<file path="src/rtl/store_monitor.sv">
// store_monitor: watches CPU data-memory stores, decides pass/fail of a test
// program from a store to a magic address, enforces a cycle budget, and logs
// every observed store (address, data, pc) into a small show-ahead FIFO.
module store_monitor #(
    parameter logic [31:0] PASS_ADDR      = 32'd84,
    parameter logic [31:0] PASS_DATA      = 32'd7,
    parameter int unsigned TIMEOUT_CYCLES = 20,
    parameter int unsigned DEPTH          = 8,
    localparam int unsigned AW            = $clog2(DEPTH)
) (
    input  logic          clk,
    input  logic          reset,
    input  logic          enable,
    input  logic          memwrite,
    input  logic [31:0]   dataaddr,
    input  logic [31:0]   writedata,
    input  logic [31:0]   pc,
    input  logic          log_rd,
    output logic          log_valid,
    output logic [31:0]   log_addr,
    output logic [31:0]   log_data,
    output logic [31:0]   log_pc,
    output logic [AW:0]   log_count,
    output logic          overflow,
    output logic          done,
    output logic          pass,
    output logic          fail,
    output logic [15:0]   cycle_count,
    output logic [15:0]   store_count
);

    // Last RUN cycle index that is still inside the budget; reaching it
    // without a terminating store ends the test as a failure.
    localparam logic [15:0] TIMEOUT_LAST = 16'(TIMEOUT_CYCLES - 1);
    localparam logic [AW:0] FULL_COUNT   = (AW + 1)'(DEPTH);
    localparam logic [15:0] COUNT_MAX    = 16'hFFFF;

    typedef enum logic [1:0] {
        ST_IDLE,
        ST_RUN,
        ST_PASS,
        ST_FAIL
    } state_t;

    typedef struct packed {
        logic [31:0] addr;
        logic [31:0] data;
        logic [31:0] pc;
    } entry_t;

    state_t state;
    state_t state_next;

    // ------------------------------------------------------------------
    // Store observation
    // ------------------------------------------------------------------
    logic in_run;
    logic store_seen;
    logic end_store;
    logic end_data_ok;
    logic budget_spent;

    assign in_run       = (state == ST_RUN);
    assign store_seen   = in_run && memwrite;
    assign end_store    = store_seen && (dataaddr == PASS_ADDR);
    assign end_data_ok  = (writedata == PASS_DATA);
    assign budget_spent = (cycle_count == TIMEOUT_LAST);

    // ------------------------------------------------------------------
    // Test-status FSM
    // ------------------------------------------------------------------

    // State register; asynchronous reset returns to IDLE.
    // NOTE: sequential state uses non-blocking assignments so every register
    // samples its inputs from before the edge, independent of block order.
    always_ff @(posedge clk or posedge reset) begin
        if (reset) begin
            state <= ST_IDLE;
        end else begin
            state <= state_next;
        end
    end

    // Next-state decode; a terminating store outranks the timeout.
    // NOTE: state_next gets a default before the case so no path through the
    // block leaves it unassigned, which would otherwise infer a latch.
    always_comb begin
        state_next = state;
        unique case (state)
            ST_IDLE: begin
                if (enable) begin
                    state_next = ST_RUN;
                end
            end
            ST_RUN: begin
                if (end_store) begin
                    state_next = end_data_ok ? ST_PASS : ST_FAIL;
                end else if (budget_spent) begin
                    state_next = ST_FAIL;
                end
            end
            ST_PASS: state_next = ST_PASS;
            ST_FAIL: state_next = ST_FAIL;
            default: state_next = ST_IDLE;
        endcase
    end

    assign done = (state == ST_PASS) || (state == ST_FAIL);
    assign pass = (state == ST_PASS);
    assign fail = (state == ST_FAIL);

    // ------------------------------------------------------------------
    // Activity counters (only advance while RUN, saturating)
    // ------------------------------------------------------------------

    // RUN-cycle and RUN-store counters; frozen in every other state.
    always_ff @(posedge clk or posedge reset) begin
        if (reset) begin
            cycle_count <= '0;
            store_count <= '0;
        end else if (in_run) begin
            if (cycle_count != COUNT_MAX) begin
                cycle_count <= cycle_count + 16'd1;
            end
            if (memwrite && (store_count != COUNT_MAX)) begin
                store_count <= store_count + 16'd1;
            end
        end
    end

    // ------------------------------------------------------------------
    // Store-log FIFO
    // ------------------------------------------------------------------
    entry_t          mem [DEPTH];
    logic [AW-1:0]   wr_ptr;
    logic [AW-1:0]   rd_ptr;
    logic            full;
    logic            pop;
    logic            push_accept;
    logic            push_drop;
    entry_t          head;

    assign log_valid   = (log_count != '0);
    assign full        = (log_count == FULL_COUNT);
    assign pop         = log_rd && log_valid;
    // A pop in the same cycle frees the slot, so a full FIFO still accepts.
    assign push_accept = store_seen && (!full || pop);
    assign push_drop   = store_seen && full && !pop;

    // Entry storage, written at the tail on each accepted push.
    // NOTE: the storage array carries no reset; log_valid/log_count gate
    // every read, so stale contents are never observed as valid.
    always_ff @(posedge clk) begin
        if (push_accept) begin
            mem[wr_ptr] <= '{addr: dataaddr, data: writedata, pc: pc};
        end
    end

    // Pointers, occupancy and sticky overflow; pointers wrap modulo DEPTH.
    always_ff @(posedge clk or posedge reset) begin
        if (reset) begin
            wr_ptr    <= '0;
            rd_ptr    <= '0;
            log_count <= '0;
            overflow  <= 1'b0;
        end else begin
            if (push_accept) begin
                wr_ptr <= wr_ptr + 1'b1;
            end
            if (pop) begin
                rd_ptr <= rd_ptr + 1'b1;
            end
            case ({push_accept, pop})
                2'b10:   log_count <= log_count + 1'b1;
                2'b01:   log_count <= log_count - 1'b1;
                default: log_count <= log_count;
            endcase
            if (push_drop) begin
                overflow <= 1'b1;
            end
        end
    end

    // Show-ahead head entry straight from storage.
    assign head     = mem[rd_ptr];
    assign log_addr = head.addr;
    assign log_data = head.data;
    assign log_pc   = head.pc;

endmodule

</file>
<file path="config.mk">
export PLATFORM = sky130hd
export DESIGN_NAME = store_monitor
export DESIGN_NICKNAME = d
export VERILOG_FILES = /design/src/rtl/store_monitor.sv
export SDC_FILE = /design/constraint.sdc
export NUM_CORES = 1
export LEC_CHECK = 0
export ABC_AREA = 1
export CORE_MARGIN = 8
export CORE_UTILIZATION = 35
export DETAILED_ROUTE_END_ITERATION = 12
export GPL_TIMING_DRIVEN = 0
export PLACE_DENSITY = 0.5
export SETUP_SLACK_MARGIN = 0.1
export SYNTH_ARGS = -nofsm -noshare
export SYNTH_HDL_FRONTEND = slang
export SYNTH_SLANG_ARGS = --single-unit
export TNS_END_PERCENT = 10
</file>
<file path="constraint.sdc">
create_clock -name clk -period 8.6 [get_ports clk]
set_clock_uncertainty 0.1 [all_clocks]
set_input_delay 2.58 -clock clk [delete_from_list [all_inputs] [get_ports clk]]
set_output_delay 2.58 -clock clk [all_outputs]
set_load 0.01 [all_outputs]
</file>
== After elaboration in Yosys (flattened, before gate mapping) ==
Memories as Yosys holds them, arrays and structs flattened.
Cells that the tools add are included.
Word-level totals
  output and inout bits: 137
  input bits: 101
  memories: 1
  word-level logic and storage cells: 52
  register bits after elaboration: 45
  memory bits (writable): 768
Memories
  mem: words 8, bits a word 96, read ports 1, clocked after Yosys merged registers in 0, wr ports 1, line 134  | entry_t mem [DEPTH];
Operators by class
  reduce and logical (&&, ||, !) cells: 17
  equal/unequal tests: 13
  muxes and demuxes: 8
  $add $sub $neg: 6
Operators with widths (count)
  16-bit by 1-bit adder with 16-bit output (second input constant): 2
  32-bit by 3-bit == test with 1-bit output (second input constant): 1
  32-bit by 7-bit == test with 1-bit output (second input constant): 1
  16-bit != test (second input constant): 2
  16-bit by 5-bit == test with 1-bit output (second input constant): 1
  2-bit one-hot mux with 4 select lines: 1
  4-bit one-hot mux with 2 select lines: 1
  1-bit logical AND: 7
  3-bit by 1-bit adder with 3-bit output (second input constant): 2
  2-bit == test (second input constant): 3
  2-bit two-way mux: 3
  2-bit AND reduction: 3
  4-bit by 1-bit adder with 4-bit output (second input constant): 1
  2-bit by 1-bit == test with 1-bit output (second input constant): 2
  4-bit == test (second input constant): 1
  4-bit nonzero test: 1
  4-bit by 1-bit subtractor with 4-bit output (second input constant): 1
  1-bit two-way mux: 3
  3-bit by 1-bit != test with 1-bit output (second input constant): 1
  1-bit logical NOT: 2
  2-bit logical NOT: 1
  1-bit logical OR: 2
  2-bit != test (second input constant): 1
  2-bit nonzero test: 1

== Longest topological paths before layout ==
Gate-level depths: netlist of run 1.
  word-level depth: 6
  gate-level depth with buffers: 11
  gate-level depth less buffers: 11

== Worst setup path before layout of run 1 ==
OpenSTA, ideal clock, no wires.
  path kind: input -> register
  start: input memwrite
  end: memory mem[0][0] (netlist name) (enable)
  slack: 0.688 ns
  arrival: 7.260 ns
  library setup time: 0.551 ns
  stages: 5
  data required time: 7.949 ns
  buffers on the path: 0
  cell sequence: inv_1 > nor2_4 > nand2_1 > or2_2 > nor2_1
Between the ends
  word-level cells in the longest chain between the ends: 4
RTL lines
  from (decl): line 14  | input logic memwrite,
  1-bit logical AND: line 64  | assign store_seen = in_run && memwrite;
  1-bit logical AND: line 147  | assign push_accept = store_seen && (!full || pop);
  1-bit two-way mux: line 154  | if (push_accept) begin
  1-bit two-way mux (implied by the code): line 155  | mem[wr_ptr] <= '{addr: dataaddr, data: writedata, pc: pc};
  to (decl): line 134
Every way passes these cells.

== Worst setup path in the final report of run 1 ==
  start: register rd_ptr[1]
  end: output log_pc[0]
Between the ends
  word-level cells in the longest chain between the ends: 1
RTL lines
  from (decl): line 136  | logic [AW-1:0] rd_ptr;
  from (signal assigned): line 171  | rd_ptr <= rd_ptr + 1'b1;
  memory read 8 x 96 bit
  to (decl): line 22  | output logic [31:0] log_pc,
Every way passes these cells.

==> results_dict.tcl, run 1 <==
set metrics [dict create \
    status "finished, final reports clean" \
    die_area_sq_um 103000 \
    ff2ff_path_depth 8 \
    slowest_delay_ns 1.04 \
    synth-seq-area-share 0.740 \
    hold_end "overflow" \
    p_per_area_nw_per_um2 314 \
    track_usage 0.176 \
    rsz0062_at_grt "false" \
    period_minus_slack_ns 6.90 \
    fin_tns_setup_ns 0 \
    power_leakage_nw 13.8 \
    grt_pass1_vias 21800 \
    ys_types 32 \
    crit_slowest_cell "clkbuf_1" \
    synth_warnings 0 \
    hpwl_um 63100 \
    gp_congestion 0.848 \
    vias 21700 \
    fin_ws_ns 1.70 \
    worstPathCellList "inv_1, clkbuf_1, buf_1, a21oi_1, a31oi_1, clkdlybuf4s50_1" \
    regToRegSetupSlack_ns 5.19 \
    crit_family "buffers and inverters" \
    tritoncts "yes" \
    initial_core_util 0.352 \
    syn_avg_cell_area_sq_um 12.1 \
    path_clk_slew_ns 0.06 \
    grt_pass1_wl_um 139000 \
    viasPerCell 4.94 \
    drive_gt1_frac 0.0756 \
    max_freq_mhz 145 \
    areaGrowthSynthToFinish_pct 22.9 \
    ctsHoldBuffers 0 \
    required_ns 5.92 \
    ant_nets 0 \
    hold_viol 0 \
    core.rowCount 112 \
    clock-sinks 813 \
    synth_top_area_share 0.706 \
    synth-seq-cells 813 \
    maxSlewViolCount 0 \
    worst_ep_arrival_time_ns 4.22 \
    timing.final.crit_share 0.802 \
    setup_viol 0 \
    cp_num_buf_inv 4 \
    fp.dieH_um 322 \
    die_w_um 322 \
    hold_class "reg2reg" \
    final_common_cell "edfxtp_1" \
    num-fill-cells 8530 \
    whs_path_depth 1 \
    syn-instance-count 2706 \
    grt_max_degree 33 \
    critPathMaxFanout 10 \
    post_cts_resize_count 0 \
    port_buffers 237 \
    cts_buffers 89 \
    root_buffer "clkbuf_16" \
    firstDrtPassIters 6 \
    timing.rr.end "mem[0][34]" \
    pin_count 238 \
    routedWlPerCell_um 21.3 \
    timing.rr.start "state[1]" \
    crit_type "reg2out" \
    grt_overflow 0 \
    synth_area_sq_um 32700 \
    netlist_top_cells_area "edfxtp_1 (71%), nor2_1 (6.4%), nand2_1 (5.2%), o21ai_0 (4.1%), dfrtp_1 (3.4%)" \
    synth_fp_nets 2814 \
    cp-end-kind "output pin" \
    final_net_count 3173 \
    worstSetupStartpointType "register" \
    insertion_delay_ns 0.64 \
    antenna_found_initial 12 \
    slew_headroom 0.0709 \
    cts_max_level 3 \
    wirelength_um 93600 \
    yosys.area.top_type "edfxtp_1" \
    min_from "overflow" \
    final_cell_mix "edfxtp_1 (768), nor2_1 (550), nand2_1 (455)" \
    core_sq_um 92900 \
    pre_cts_slack_ns 2.32 \
    drc 0 \
    drv_cap 0 \
    worst_slew_pin_slew_ns 1.39 \
    ctsLongestPathBuffers 3 \
    postCtsSetupRepairBufs 0 \
    drtIter0Drc 1978 \
    ir_worst_vdd_mv 0.181 \
]
## worst max-delay path by stage
stage,start,cells after the start,to
after floorplan,memwrite,5,mem[0][0]
after global placement,memwrite,6,mem[4][38]
after detailed placement,rd_ptr[1],6,log_pc[0]
after CTS,rd_ptr[1],6,log_pc[0]
after global routing,rd_ptr[1],6,log_pc[0]
final,rd_ptr[1],6,log_pc[0]
## per-stage QoR
stage	std cells	power (mW)	cell area (sq um)	utilization	hold WS (ns)
after global routing	4390	13.3	40200	0.432	0.427
after detailed placement	4228	9.13	37300	0.402	0.367
after CTS	4389	12.8	40200	0.432	0.390
after floorplan	2706	6.79	32700	-	0.393
after global placement	4197	9.08	36600	0.394	0.365
final	4395	12.6	40200	0.432	0.385
## sequential cells by signal, indices dropped and copies added, names as in the netlist
signal and cells:
overflow 1, log_count 4, mem 768, cycle_count 16
rd_ptr 3, wr_ptr 3, store_count 16, state 2
## kinds of logic (layout without fill, tap and decap cells)
family / after synthesis / after routing / synth area share
AOI/OAI and AO/OA: 592 / 592 / 0.0948
DFF: 813 / 813 / 0.740
buffers and inverters: 198 / 627 / 0.0282
and+or+nand+nor: 1072 / 1072 / 0.128
adders and majority gates: 7 / 7 / 0.00268
other: 0 / 6 / 0
xor gates and xnor gates: 24 / 24 / 0.00643
## routing by layer
| metal | up-vias | share of wire | track usage | wire (um) |
|---|---|---|---|---|
| met5 | - | 0.00029 | 0 | 27 |
| met4 | 4 | 0.020 | 0.0419 | 1860 |
| met3 | 122 | 0.070 | 0.0404 | 6560 |
| met2 | 621 | 0.48 | 0.292 | 44600 |
| met1 | 10700 | 0.43 | 0.235 | 40500 |
| li1 | 10300 | - | - | - |
## cells in the mapped netlist
cell type  number
nand4_1        14
clkbuf_2        4
o21ai_4         1
buf_6           5
buf_2          31
o21a_1          1
nor2_4          3
buf_4          26
dfrtp_1        45
ha_1            7
o21ai_1       128
nor2_1        558
o21bai_1        1
a31oi_1        96
nand2_1       455
nor3_4          1
o21ai_0       265
nand2_4         2
nand3_1        23
inv_1          39
nand3_2         2
nand2_2         2
clkbuf_1       80
xnor2_1        10
buf_1           9
inv_2           4
a21oi_1       100
nand3b_1        3
edfxtp_1      768
xor2_1         14
or2_2           1
nor3_1          8
## area by class of cell
| type | instances | area, sq um | area share |
|---|---|---|---|
| Multi-Input combinational cell | 1695 | 7640 | 0.190 |
| Clock inverter | 42 | 438 | 0.0109 |
| Antenna cell | 6 | 15.0 | 0.000374 |
| Sequential cell | 813 | 24200 | 0.602 |
| Inverter | 43 | 161 | 0.00402 |
| Clock buffer | 119 | 2370 | 0.0590 |
| Tap cell | 1254 | 1570 | 0.0391 |
| Timing Repair Buffer | 268 | 3030 | 0.0755 |
| Buffer | 155 | 761 | 0.0189 |
## power by group
part           internal, mW  switching [mW]  leakage, nW
combinational          1.65            2.90         4.91
clock                  2.12            1.56         1.36
sequential             4.35          0.0498         7.50
No activity file was read; power rests on OpenSTA's default activity.
==> run 2: changes to the inputs <==
--- a/config.mk
+++ b/config.mk
@@ -10,7 +10,7 @@
 export CORE_UTILIZATION = 35
 export DETAILED_ROUTE_END_ITERATION = 12
 export GPL_TIMING_DRIVEN = 0
-export PLACE_DENSITY = 0.5
+export PLACE_DENSITY = 0.52
 export SETUP_SLACK_MARGIN = 0.1
 export SYNTH_ARGS = -nofsm -noshare
 export SYNTH_HDL_FRONTEND = slang
==> constraint.sdc (replaced) <==
create_clock -name clk -period 5.9 [get_ports clk]
set_clock_uncertainty 0.1 [all_clocks]
set_input_delay 1.77 -clock clk [delete_from_list [all_inputs] [get_ports clk]]
set_output_delay 1.77 -clock clk [all_outputs]
set_load 0.01 [all_outputs]
==> results_dict.tcl, run 2 (synthesized netlist as in run 1, its figures left out) <==
set metrics [dict create \
    ctsHoldBuffers 0 \
    cts_max_level 3 \
    required_ns 4.03 \
    final_cell_mix "edfxtp_1 (768), nor2_1 (550), nand2_1 (455)" \
    hold_class "reg2reg" \
    ff2ff_path_depth 11 \
    drtIter0Drc 1841 \
    largest_reg_flops 768 \
    startpoint "rd_ptr[0]" \
    viasPerCell 4.99 \
    setup_viol 0 \
    timing.final.crit_share 0.952 \
    regToRegSetupSlack_ns 2.30 \
    antenna_found_initial 12 \
    timing.rr.end "mem[5][37]" \
    ir_worst_vdd_mv 0.221 \
    cts_buffers 88 \
    worst_ep_arrival_time_ns 3.75 \
    p_comb_frac 0.361 \
    final_area_sq_um 40200 \
    min_from "overflow" \
    final_common_cell "edfxtp_1" \
    period_minus_slack_ns 5.62 \
    fin_tns_setup_ns 0 \
    core.rowCount 112 \
    switching_share 0.357 \
    largest-register "mem" \
    vias 21900 \
    critPathMaxFanout 10 \
    worst_slew_pin_slew_ns 1.39 \
    areaGrowthSynthToFinish_pct 23.0 \
    power.switching_mw 6.61 \
    power_leakage_nw 13.8 \
    grt_max_degree 39 \
    total_power_mw 18.5 \
    root_buffer "clkbuf_16" \
    firstDrtPassIters 7 \
    cp-end-kind "output pin" \
    clock-sinks 813 \
    insertion_delay_ns 0.64 \
    max_freq_mhz 178 \
    status "finished, final reports clean" \
    final_net_count 3170 \
    drv_cap 0 \
    track_usage 0.178 \
    wirelength_um 94500 \
    p_per_area_nw_per_um2 461 \
    grt_overflow 0 \
    utilization 0.433 \
    slew_headroom 0.0738 \
    fp.dieH_um 322 \
    pin_count 238 \
    drive_gt1_frac 0.0786 \
    die_area_sq_um 103000 \
    rsz0062_at_grt "true" \
    grt_pass1_wl_um 140000 \
    hpwl_um 63100 \
    hold_end "overflow" \
    tritoncts "yes" \
    drc 0 \
    hold_viol 0 \
    maxSlewViolCount 0 \
    place_area_sq_um 37300 \
    path_clk_slew_ns 0.06 \
    core_sq_um 92900 \
    seqPwrFrac 0.345 \
    ant_nets 0 \
    reg_top3 "mem x768, cycle_count x16, store_count x16" \
    p_int_mw 11.9 \
    worstSetupStartpointType "register" \
    timing.rr.start "state[1]" \
    gp_congestion 0.841 \
    port_buffers 237 \
    die_w_um 322 \
    whs_path_depth 1 \
    crit_type "reg2out" \
    ctsLongestPathBuffers 3 \
    routedWlPerCell_um 21.5 \
    grt_pass1_vias 22000 \
    p_clk_frac 0.294 \
    initial_core_util 0.352 \
]
-- run 2: cell count changes in the layout (fill, tap and decap cells not counted), sizes merged --
cell	change
inv	-1
bufinv	+3
buf	-1
clkinv	+7
clkbuf	-14
diode	+2
-- run 2: worst max path at each step --
stage                               to  slack, ns  depth (start not counted)
after CTS                 log_data[31]       0.08                          9
after global placement      mem[4][39]      -5.88                          6
after floorplan              mem[0][0]      -1.20                          5
final                     log_data[31]       0.28                          9
after detailed placement     log_pc[0]       0.55                          6
after global routing         log_pc[5]       0.06                          9
-- run 2: stage by stage --
step           hold slack, ns  instances  worst slack (ns)
6_report                0.406       4391             0.283
5_1_grt                 0.459       4384            0.0561
4_1_cts                 0.413       4384            0.0846
3_5_place_dp            0.389       4227             0.545
3_3_place_gp            0.386       4197             -5.88
2_1_floorplan           0.393       2706             -1.20
-- run 2: final cells by class --
class                      instances  area (sq um)
fill                            8569         52700
tap                             1254          1570
multi-input combinational       1695          7640
timing repair buffer             267          3000
clock buffer                     106          2300
clock inverter                    51           558
sequential                       813         24200
buffer                           154           766
antenna                            8          20.0
inverter                          43           161
-- run 2: layer usage --
layer	track usage	routed length, um	vias up
li1	-	-	10300
met1	0.226	39300	10700
met2	0.299	45500	702
met3	0.0524	7810	133
met4	0.0420	1900	10
met5	0	62	-
-- run 2: power by group through the flow --
stage	combinational, mW	clock [mW]	sequential, mW
after floorplan	3.40	0	6.50
after global placement	6.73	0	6.52
after detailed placement	6.79	0	6.53
after CTS	6.82	5.57	6.40
after global routing	7.35	5.79	6.40
final	6.69	5.44	6.40
-- run 2: worst max-delay path, stage by stage, from the launching register on --
cell and delay [ns]:
dfrtp_1 0.60, inv_2 0.35, buf_6 0.23, buf_4 0.27, buf_4 0.24, nor2_1 0.06
o21ai_1 0.12, a21oi_1 0.07, a31oi_1 0.50, clkdlybuf4s50_1 0.66
-- run 2: what timing repair did --
action / 4_1_cts / 5_1_grt
buffers inserted: 0 / 0
gates resized for setup: 7 / 0
pin swaps: 0 / 0
cloned: 0 / 0
endpoints found under the setup margin: 15 / 4
